`src/rtl/multicycle_ctrl_if.sv`:
```
// Instruction handshake, ALU/memory status and datapath control bundle for multicycle_ctrl.
// The slave side is the controller; the master side is fetch plus the datapath.
interface multicycle_ctrl_if;
  logic [31:0] instr;
  logic        instr_valid;
  logic        instr_ready;
  logic        alu_negative;
  logic        alu_zero;
  logic        alu_overflow;
  logic        alu_carry;
  logic        mem_done;
  logic        Reg2Loc;
  logic        ALUSrc;
  logic        IorR;
  logic        MemRead;
  logic        MemWrite;
  logic        MemToReg;
  logic        RegWrite;
  logic        Move;
  logic        ZorK;
  logic        Bor8;
  logic [2:0]  ALUOp;
  logic [3:0]  xfer;
  logic [3:0]  flags;
  logic        pc_update;
  logic        br_taken;
  logic        illegal;
  logic        mem_err;

  modport master (
    output instr, instr_valid, alu_negative, alu_zero, alu_overflow, alu_carry, mem_done,
    input  instr_ready, Reg2Loc, ALUSrc, IorR, MemRead, MemWrite, MemToReg, RegWrite,
           Move, ZorK, Bor8, ALUOp, xfer, flags, pc_update, br_taken, illegal, mem_err
  );

  modport slave (
    input  instr, instr_valid, alu_negative, alu_zero, alu_overflow, alu_carry, mem_done,
    output instr_ready, Reg2Loc, ALUSrc, IorR, MemRead, MemWrite, MemToReg, RegWrite,
           Move, ZorK, Bor8, ALUOp, xfer, flags, pc_update, br_taken, illegal, mem_err
  );
endinterface

```
`src/rtl/multicycle_ctrl.sv`:
```
// Multi-cycle LEGv8 control sequencer: IDLE -> DEC -> EX -> (MEM) -> (WB), driving all
// datapath controls, holding the NZVC flags and reporting retirement/branch decisions.
module multicycle_ctrl #(
  parameter int MEM_TIMEOUT = 16
) (
  input  logic clk,
  input  logic reset,
  multicycle_ctrl_if.slave bus
);

  localparam int CW = (MEM_TIMEOUT > 2) ? $clog2(MEM_TIMEOUT) : 1;

  typedef enum logic [2:0] {S_IDLE, S_DEC, S_EX, S_MEM, S_WB} state_e;

  typedef enum logic [3:0] {
    OP_ILL, OP_ADDI, OP_ADDS, OP_SUBS, OP_LDUR, OP_STUR, OP_LDURB, OP_STURB,
    OP_MOVZ, OP_MOVK, OP_B, OP_CBZ, OP_BLT
  } op_e;

  typedef struct packed {
    logic       reg2loc;
    logic       alu_src;
    logic       ior_r;
    logic       mem_read;
    logic       mem_write;
    logic       mem_to_reg;
    logic       reg_write;
    logic       move;
    logic       zork;
    logic       bor8;
    logic [2:0] alu_op;
    logic [3:0] xfer;
    logic       pc_update;
    logic       br_taken;
    logic       illegal;
    logic       mem_err;
    logic       instr_ready;
  } ctl_t;

  state_e        state_q, state_d;
  logic [31:0]   ir_q, ir_d;
  logic [3:0]    flags_q, flags_d;
  logic [CW-1:0] cnt_q, cnt_d;
  op_e           op;
  ctl_t          ctl;
  logic          is_load;
  logic          unused_ir;

  always_comb begin
    op = OP_ILL;
    if      (ir_q[31:22] == 10'b1001000100)  op = OP_ADDI;
    else if (ir_q[31:21] == 11'b10101011000) op = OP_ADDS;
    else if (ir_q[31:21] == 11'b11101011000) op = OP_SUBS;
    else if (ir_q[31:21] == 11'b11111000010) op = OP_LDUR;
    else if (ir_q[31:21] == 11'b11111000000) op = OP_STUR;
    else if (ir_q[31:21] == 11'b00111000010) op = OP_LDURB;
    else if (ir_q[31:21] == 11'b00111000000) op = OP_STURB;
    else if (ir_q[31:23] == 9'b110100101)    op = OP_MOVZ;
    else if (ir_q[31:23] == 9'b111100101)    op = OP_MOVK;
    else if (ir_q[31:26] == 6'b000101)       op = OP_B;
    else if (ir_q[31:24] == 8'b10110100)     op = OP_CBZ;
    else if (ir_q[31:24] == 8'b01010100 && ir_q[3:0] == 4'b1011) op = OP_BLT;
  end

  assign is_load   = (op == OP_LDUR) || (op == OP_LDURB);
  assign unused_ir = ^ir_q[20:4];

  // ALU/address controls set up in EX and held through MEM and WB.
  function automatic ctl_t ex_ctl(op_e o);
    ctl_t c = '0;
    case (o)
      OP_ADDI: begin c.alu_src = 1'b1; c.alu_op = 3'b010; end
      OP_ADDS: begin c.reg2loc = 1'b1; c.alu_op = 3'b010; end
      OP_SUBS: begin c.reg2loc = 1'b1; c.alu_op = 3'b011; end
      OP_LDUR, OP_LDURB, OP_STUR, OP_STURB: begin
        c.alu_src = 1'b1;
        c.ior_r   = 1'b1;
        c.alu_op  = 3'b010;
      end
      default: ;
    endcase
    return c;
  endfunction

  function automatic ctl_t mem_ctl(op_e o);
    ctl_t c = '0;
    c.mem_read  = (o == OP_LDUR) || (o == OP_LDURB);
    c.mem_write = (o == OP_STUR) || (o == OP_STURB);
    c.bor8      = (o == OP_LDURB) || (o == OP_STURB);
    if (c.mem_read || c.mem_write) c.xfer = c.bor8 ? 4'b0001 : 4'b1000;
    return c;
  endfunction

  always_comb begin
    // NOTE: every output of this block gets a default first so no path can infer a latch.
    state_d         = state_q;
    ir_d            = ir_q;
    flags_d         = flags_q;
    cnt_d           = '0;
    ctl             = '0;
    ctl.instr_ready = (state_q == S_IDLE);
    // A reset cycle drives no controls, pulses or writes, whatever the state.
    if (!reset) begin
      case (state_q)
        S_IDLE: begin
          if (bus.instr_valid) begin
            ir_d    = bus.instr;
            state_d = S_DEC;
          end
        end
        S_DEC: begin
          if (op == OP_ILL) begin
            ctl.illegal = 1'b1;
            state_d     = S_IDLE;
          end else begin
            state_d = S_EX;
          end
        end
        S_EX: begin
          ctl     = ex_ctl(op);
          state_d = S_WB;
          case (op)
            OP_ADDS, OP_SUBS:
              flags_d = {bus.alu_negative, bus.alu_zero, bus.alu_overflow, bus.alu_carry};
            OP_LDUR, OP_LDURB, OP_STUR, OP_STURB: state_d = S_MEM;
            OP_B:   begin ctl.pc_update = 1'b1; ctl.br_taken = 1'b1;                   state_d = S_IDLE; end
            OP_CBZ: begin ctl.pc_update = 1'b1; ctl.br_taken = bus.alu_zero;            state_d = S_IDLE; end
            OP_BLT: begin ctl.pc_update = 1'b1; ctl.br_taken = flags_q[3] ^ flags_q[1]; state_d = S_IDLE; end
            default: ;
          endcase
        end
        S_MEM: begin
          ctl   = ex_ctl(op) | mem_ctl(op);
          cnt_d = cnt_q + CW'(1);
          if (bus.mem_done) begin
            if (is_load) begin
              state_d = S_WB;
            end else begin
              ctl.pc_update = 1'b1;
              state_d       = S_IDLE;
            end
          end else if (cnt_q == CW'(MEM_TIMEOUT - 1)) begin
            ctl.mem_err = 1'b1;
            state_d     = S_IDLE;
          end
        end
        S_WB: begin
          ctl            = ex_ctl(op);
          if (is_load) ctl = ex_ctl(op) | mem_ctl(op);
          ctl.mem_to_reg = is_load;
          ctl.move       = (op == OP_MOVZ) || (op == OP_MOVK);
          ctl.zork       = (op == OP_MOVK);
          ctl.reg_write  = 1'b1;
          ctl.pc_update  = 1'b1;
          state_d        = S_IDLE;
        end
        default: state_d = S_IDLE;
      endcase
    end
  end

  always_ff @(posedge clk) begin
    // NOTE: sequential state uses non-blocking assignments so every flop samples pre-edge values.
    if (reset) begin
      state_q <= S_IDLE;
      ir_q    <= '0;
      flags_q <= '0;
      cnt_q   <= '0;
    end else begin
      state_q <= state_d;
      ir_q    <= ir_d;
      flags_q <= flags_d;
      cnt_q   <= cnt_d;
    end
  end

  assign bus.instr_ready = ctl.instr_ready;
  assign bus.Reg2Loc     = ctl.reg2loc;
  assign bus.ALUSrc      = ctl.alu_src;
  assign bus.IorR        = ctl.ior_r;
  assign bus.MemRead     = ctl.mem_read;
  assign bus.MemWrite    = ctl.mem_write;
  assign bus.MemToReg    = ctl.mem_to_reg;
  assign bus.RegWrite    = ctl.reg_write;
  assign bus.Move        = ctl.move;
  assign bus.ZorK        = ctl.zork;
  assign bus.Bor8        = ctl.bor8;
  assign bus.ALUOp       = ctl.alu_op;
  assign bus.xfer        = ctl.xfer;
  assign bus.flags       = flags_q;
  assign bus.pc_update   = ctl.pc_update;
  assign bus.br_taken    = ctl.br_taken;
  assign bus.illegal     = ctl.illegal;
  assign bus.mem_err     = ctl.mem_err;

endmodule

```
`src/flat_wrapper.sv`:
```
// flat-port wrapper written by rule: the top's interface ports become plain ports
module multicycle_ctrl_flat 
#(
  parameter int MEM_TIMEOUT = 16
)
  (clk, reset, bus_instr, bus_instr_valid, bus_alu_negative, bus_alu_zero, bus_alu_overflow, bus_alu_carry, bus_mem_done, bus_instr_ready, bus_Reg2Loc, bus_ALUSrc, bus_IorR, bus_MemRead, bus_MemWrite, bus_MemToReg, bus_RegWrite, bus_Move, bus_ZorK, bus_Bor8, bus_ALUOp, bus_xfer, bus_flags, bus_pc_update, bus_br_taken, bus_illegal, bus_mem_err);
  multicycle_ctrl_if bus_i ();
  input  logic clk;
  input  logic reset;
  input wire logic [$bits(bus_i.instr)-1:0] bus_instr;
  input wire logic [$bits(bus_i.instr_valid)-1:0] bus_instr_valid;
  input wire logic [$bits(bus_i.alu_negative)-1:0] bus_alu_negative;
  input wire logic [$bits(bus_i.alu_zero)-1:0] bus_alu_zero;
  input wire logic [$bits(bus_i.alu_overflow)-1:0] bus_alu_overflow;
  input wire logic [$bits(bus_i.alu_carry)-1:0] bus_alu_carry;
  input wire logic [$bits(bus_i.mem_done)-1:0] bus_mem_done;
  output wire logic [$bits(bus_i.instr_ready)-1:0] bus_instr_ready;
  output wire logic [$bits(bus_i.Reg2Loc)-1:0] bus_Reg2Loc;
  output wire logic [$bits(bus_i.ALUSrc)-1:0] bus_ALUSrc;
  output wire logic [$bits(bus_i.IorR)-1:0] bus_IorR;
  output wire logic [$bits(bus_i.MemRead)-1:0] bus_MemRead;
  output wire logic [$bits(bus_i.MemWrite)-1:0] bus_MemWrite;
  output wire logic [$bits(bus_i.MemToReg)-1:0] bus_MemToReg;
  output wire logic [$bits(bus_i.RegWrite)-1:0] bus_RegWrite;
  output wire logic [$bits(bus_i.Move)-1:0] bus_Move;
  output wire logic [$bits(bus_i.ZorK)-1:0] bus_ZorK;
  output wire logic [$bits(bus_i.Bor8)-1:0] bus_Bor8;
  output wire logic [$bits(bus_i.ALUOp)-1:0] bus_ALUOp;
  output wire logic [$bits(bus_i.xfer)-1:0] bus_xfer;
  output wire logic [$bits(bus_i.flags)-1:0] bus_flags;
  output wire logic [$bits(bus_i.pc_update)-1:0] bus_pc_update;
  output wire logic [$bits(bus_i.br_taken)-1:0] bus_br_taken;
  output wire logic [$bits(bus_i.illegal)-1:0] bus_illegal;
  output wire logic [$bits(bus_i.mem_err)-1:0] bus_mem_err;
  assign bus_i.instr = bus_instr;
  assign bus_i.instr_valid = bus_instr_valid;
  assign bus_i.alu_negative = bus_alu_negative;
  assign bus_i.alu_zero = bus_alu_zero;
  assign bus_i.alu_overflow = bus_alu_overflow;
  assign bus_i.alu_carry = bus_alu_carry;
  assign bus_i.mem_done = bus_mem_done;
  assign bus_instr_ready = bus_i.instr_ready;
  assign bus_Reg2Loc = bus_i.Reg2Loc;
  assign bus_ALUSrc = bus_i.ALUSrc;
  assign bus_IorR = bus_i.IorR;
  assign bus_MemRead = bus_i.MemRead;
  assign bus_MemWrite = bus_i.MemWrite;
  assign bus_MemToReg = bus_i.MemToReg;
  assign bus_RegWrite = bus_i.RegWrite;
  assign bus_Move = bus_i.Move;
  assign bus_ZorK = bus_i.ZorK;
  assign bus_Bor8 = bus_i.Bor8;
  assign bus_ALUOp = bus_i.ALUOp;
  assign bus_xfer = bus_i.xfer;
  assign bus_flags = bus_i.flags;
  assign bus_pc_update = bus_i.pc_update;
  assign bus_br_taken = bus_i.br_taken;
  assign bus_illegal = bus_i.illegal;
  assign bus_mem_err = bus_i.mem_err;
  multicycle_ctrl #(.MEM_TIMEOUT(MEM_TIMEOUT)) u_core (.clk(clk), .reset(reset), .bus(bus_i));
endmodule
```
`config.mk`:
```
export PLATFORM = sky130hd
export DESIGN_NAME = multicycle_ctrl_flat
export DESIGN_NICKNAME = d
export VERILOG_FILES = /design/src/rtl/multicycle_ctrl_if.sv /design/src/rtl/multicycle_ctrl.sv /design/src/flat_wrapper.sv
export SDC_FILE = /design/constraint.sdc
export NUM_CORES = 1
export LEC_CHECK = 0
export ABC_AREA = 1
export CORE_AREA = 5 5 68 70
export CTS_CLUSTER_DIAMETER = 80
export DETAILED_ROUTE_END_ITERATION = 8
export DIE_AREA = 0 0 73 75
export PLACE_DENSITY = 0.88
export RECOVER_POWER = 50
export SYNTH_ARGS = -nofsm -noshare
export SYNTH_HDL_FRONTEND = slang
export SYNTH_SLANG_ARGS = --single-unit
```
`constraint.sdc`:
```
create_clock -name clk -period 1.6 [get_ports clk]
set_input_delay 0.16 -clock clk [delete_from_list [all_inputs] [get_ports clk]]
set_output_delay 0.16 -clock clk [all_outputs]
set_load 0.005 [all_outputs]
```
==> impl_metrics.py <==
metrics = {
    "floorplanning": {
        "core_um2": 3910,
        "initial_utilization": 0.416,
        "dieWidth_um": 73,
        "dieArea_um2": 5480,
        "ios": 66,
        "die_h_um": 75,
        "rows": 23,
    },
    "placed_design": {
        "pre_cts_slack_ns": -0.514,
        "io_buffers": 45,
        "post_dp_cell_area_um2": 2460,
        "gp_congestion": 0.877,
        "place_hpwl_um": 3800,
    },
    "timing": {
        "min_period_over_period": 1.37,
        "hold_viol": 0,
        "layout_setup_ws_ns": -0.588,
        "rsz0062_at_grt": "true",
        "max_freq_mhz": 457,
        "hold_ws_ns": 0.465,
        "fin_skew_ns": 0.00249,
        "final_max_slew_viol_count": 0,
        "period_minus_slack_ns": 2.19,
        "setup_violations": 27,
    },
    "power": {
        "power_leakage_nw": 1.41,
        "power_w": 0.00177,
        "p_sw_w": 0.000521,
        "seq_power_share": 0.413,
        "switching_share": 0.295,
        "p_per_area_nw_per_um2": 570,
        "combPwrFrac": 0.270,
        "p_int_w": 0.00125,
        "peakVddDrop_mv": 0.500,
        "pwr-share-clk": 0.317,
    },
    "finish": {
        "layout-drive-gt1-share": 0.556,
        "diodes": 0,
        "nets": 405,
        "fillers": 237,
        "final_cell_area_um2": 3100,
        "area_delta_synth_final_pct": 90.3,
    },
    "synth": {
        "synth.distinct_cells": 32,
        "synthTopCellsByCount": "nand2_1 (41), inv_1 (33), nor2_1 (27)",
        "yosysMostFrequentCell": "nand2_1",
        "synth_ff_type": "dfxtp_1",
        "synth_warnings": 0,
        "synth_edf_count": 0,
        "synth_cells": 244,
        "yosysTopAreaCell": "dfxtp_1",
        "ys_async_sr_fraction": 0,
        "synth-seq-cells": 26,
        "syn_avg_cell_area_um2": 6.67,
        "synth_area_leaders": "dfxtp_1 (32%), nand2_1 (9.5%), inv_1 (7.6%)",
        "ys_seq_area_frac": 0.320,
        "netlist.area_leader.share": 0.320,
        "synthesis.area_um2": 1630,
    },
    "critical_path": {
        "critPathArrivalTime_ns": 2.03,
        "path_depth": 12,
        "reg2reg_depth": 11,
        "path_buf_inv": 4,
        "crit_path_cell_trace": "inv_2, nand2_2, nor2_1, nand2_1, nor2_2, nor2_2, nand3_2, buf_4, inv_2, o21bai_1, a21oi_1, buf_2",
        "critical_path_class": "register to primary output",
        "end_kind": "primary output",
        "cp_data_required_time_ns": 1.44,
        "crit_slowest_cell": "dfxtp_4",
        "crit_family": "simple AND/OR/NAND/NOR gates",
        "critPathMaxStageDelay_ns": 0.39,
        "cp-start-kind": "register",
        "cp_max_fo": 4,
    },
    "routing": {
        "ant_nets": 0,
        "firstDrtPassIters": 6,
        "wl_per_cell_um": 18.3,
        "drt_iter0_drc": 233,
        "vias": 2302,
        "drc": 0,
        "viasPerCell": 5.57,
        "routed_wirelength_um": 7560,
    },
    "worst_hold_path": {
        "hold_depth": 2,
        "hp-class": "register to register",
    },
    "global_route": {
        "grt_pass1_vias": 2143,
        "track_usage": 0.236,
        "grt_max_degree": 28,
        "globalRoute.totalOverflow": 0,
        "grt_pass1_wl_um": 10100,
        "antenna_found_initial": 0,
    },
    "clock_tree": {
        "clk_pin_slew_worst_paths_ns": 0.09,
        "cts_sinks": 26,
        "cts_buffers": 3,
        "cts-root-buf": "clkbuf_8",
        "clock_path_buffers": 2,
        "cts_tree": "built",
        "cts_max_level": 1,
        "insertion_delay_ns": 0.28,
    },
    "outcome": {
        "outcome": "finished with violations",
        "violations": "setup timing",
    },
    "flow_run": {
        "cap_viol_max_count": 0,
    },
}
==> metrics by stage <==
stage	std cells	utilization	setup TNS (ns)
after global routing	413	0.792	-11.53
after detailed placement	380	0.629	-7.50
after floorplan	246	-	0
final	413	0.792	-8.62
after CTS	401	0.718	-6.17
after global placement	380	0.629	-6.91
==> final cells by class <==
type	count	area, µm²	area share
clock buffer	3	41.3	0.0133
clock inverter	1	30.0	0.00969
inverter	40	170	0.0549
multi-input combinational	172	1250	0.403
sequential	26	558	0.180
tap	50	62.6	0.0202
timing repair buffer	121	987	0.319
==> cell usage in the layout, fill, tap and decap left out, types with 12 or more instances in the layout <==
master,synthesis,layout
buf_4,3,64
nand2_1,41,23
inv_1,33,22
a21oi_1,22,22
clkdlybuf4s50_1,0,22
nor2_4,5,15
dfxtp_1,26,14
o21ai_0,14,13
buf_2,0,13
buf_6,0,13
nor2_1,27,12
nand3_1,17,12
==> flip-flops by register name, summed over array words and instances, names as in the netlist <==
signal	count
u_core.bus.flags	4
u_core.state_q	3
u_core.cnt_q	4
u_core.ir_q	15
==> logic make-up (layout without fill, tap and decap cells) <==
logic type,Yosys count,count (layout),synth area share
other,1,3,0.00230
adder cells (fa/ha/maj),1,1,0.00769
buffers and inverters,48,165,0.118
AND/OR/NAND/NOR,120,120,0.380
flip-flops,26,26,0.320
AO/OA/AOI/OAI,47,47,0.168
XOR/XNOR,1,1,0.00538
==> per-layer routing <==
layer	share of wire	wire length, µm	global-route usage	up-vias
met5	0	0	0	-
met4	0.062	470	0.152	0
li1	-	-	-	1033
met1	0.38	2850	0.270	1069
met2	0.49	3700	0.408	146
met3	0.072	545	0.0374	54
==> worst min-delay path, cell delays in order, from the launching register on <==
cell and delay, ns:
dfxtp_1 0.32, inv_1 0.05, a21oi_1 0.05
==> path summary, 6_finish.rpt <==
kind | slack, ns | end | startpoint
max | -0.59 | bus_br_taken | u_core.ir_q[26]
min | 0.46 | u_core.bus.flags[0] | u_core.bus.flags[0]
max reg2reg | -0.27 | u_core.bus.flags[2] | u_core.ir_q[29]
min reg2reg | 0.46 | u_core.bus.flags[0] | u_core.bus.flags[0]
==> timing repair <==
item / CTS / global route
pin swaps: 32 / 32
hold buffers: 0 / 0
endpoints found under the setup margin: 24 / 24
cloned: 0 / 0
buffers inserted: 18 / 13
gates resized for setup: 129 / 76
==> power groups by stage <==
stage	registers (W)	logic [W]	clock network, W
2_1_floorplan	0.000719	0.000156	0
3_3_place_gp	0.000719	0.000335	0
3_5_place_dp	0.000722	0.000341	0
4_1_cts	0.000715	0.000402	0.000559
5_1_grt	0.000733	0.000509	0.000584
6_report	0.000729	0.000477	0.000561
No activity file was read; power rests on OpenSTA's default activity.
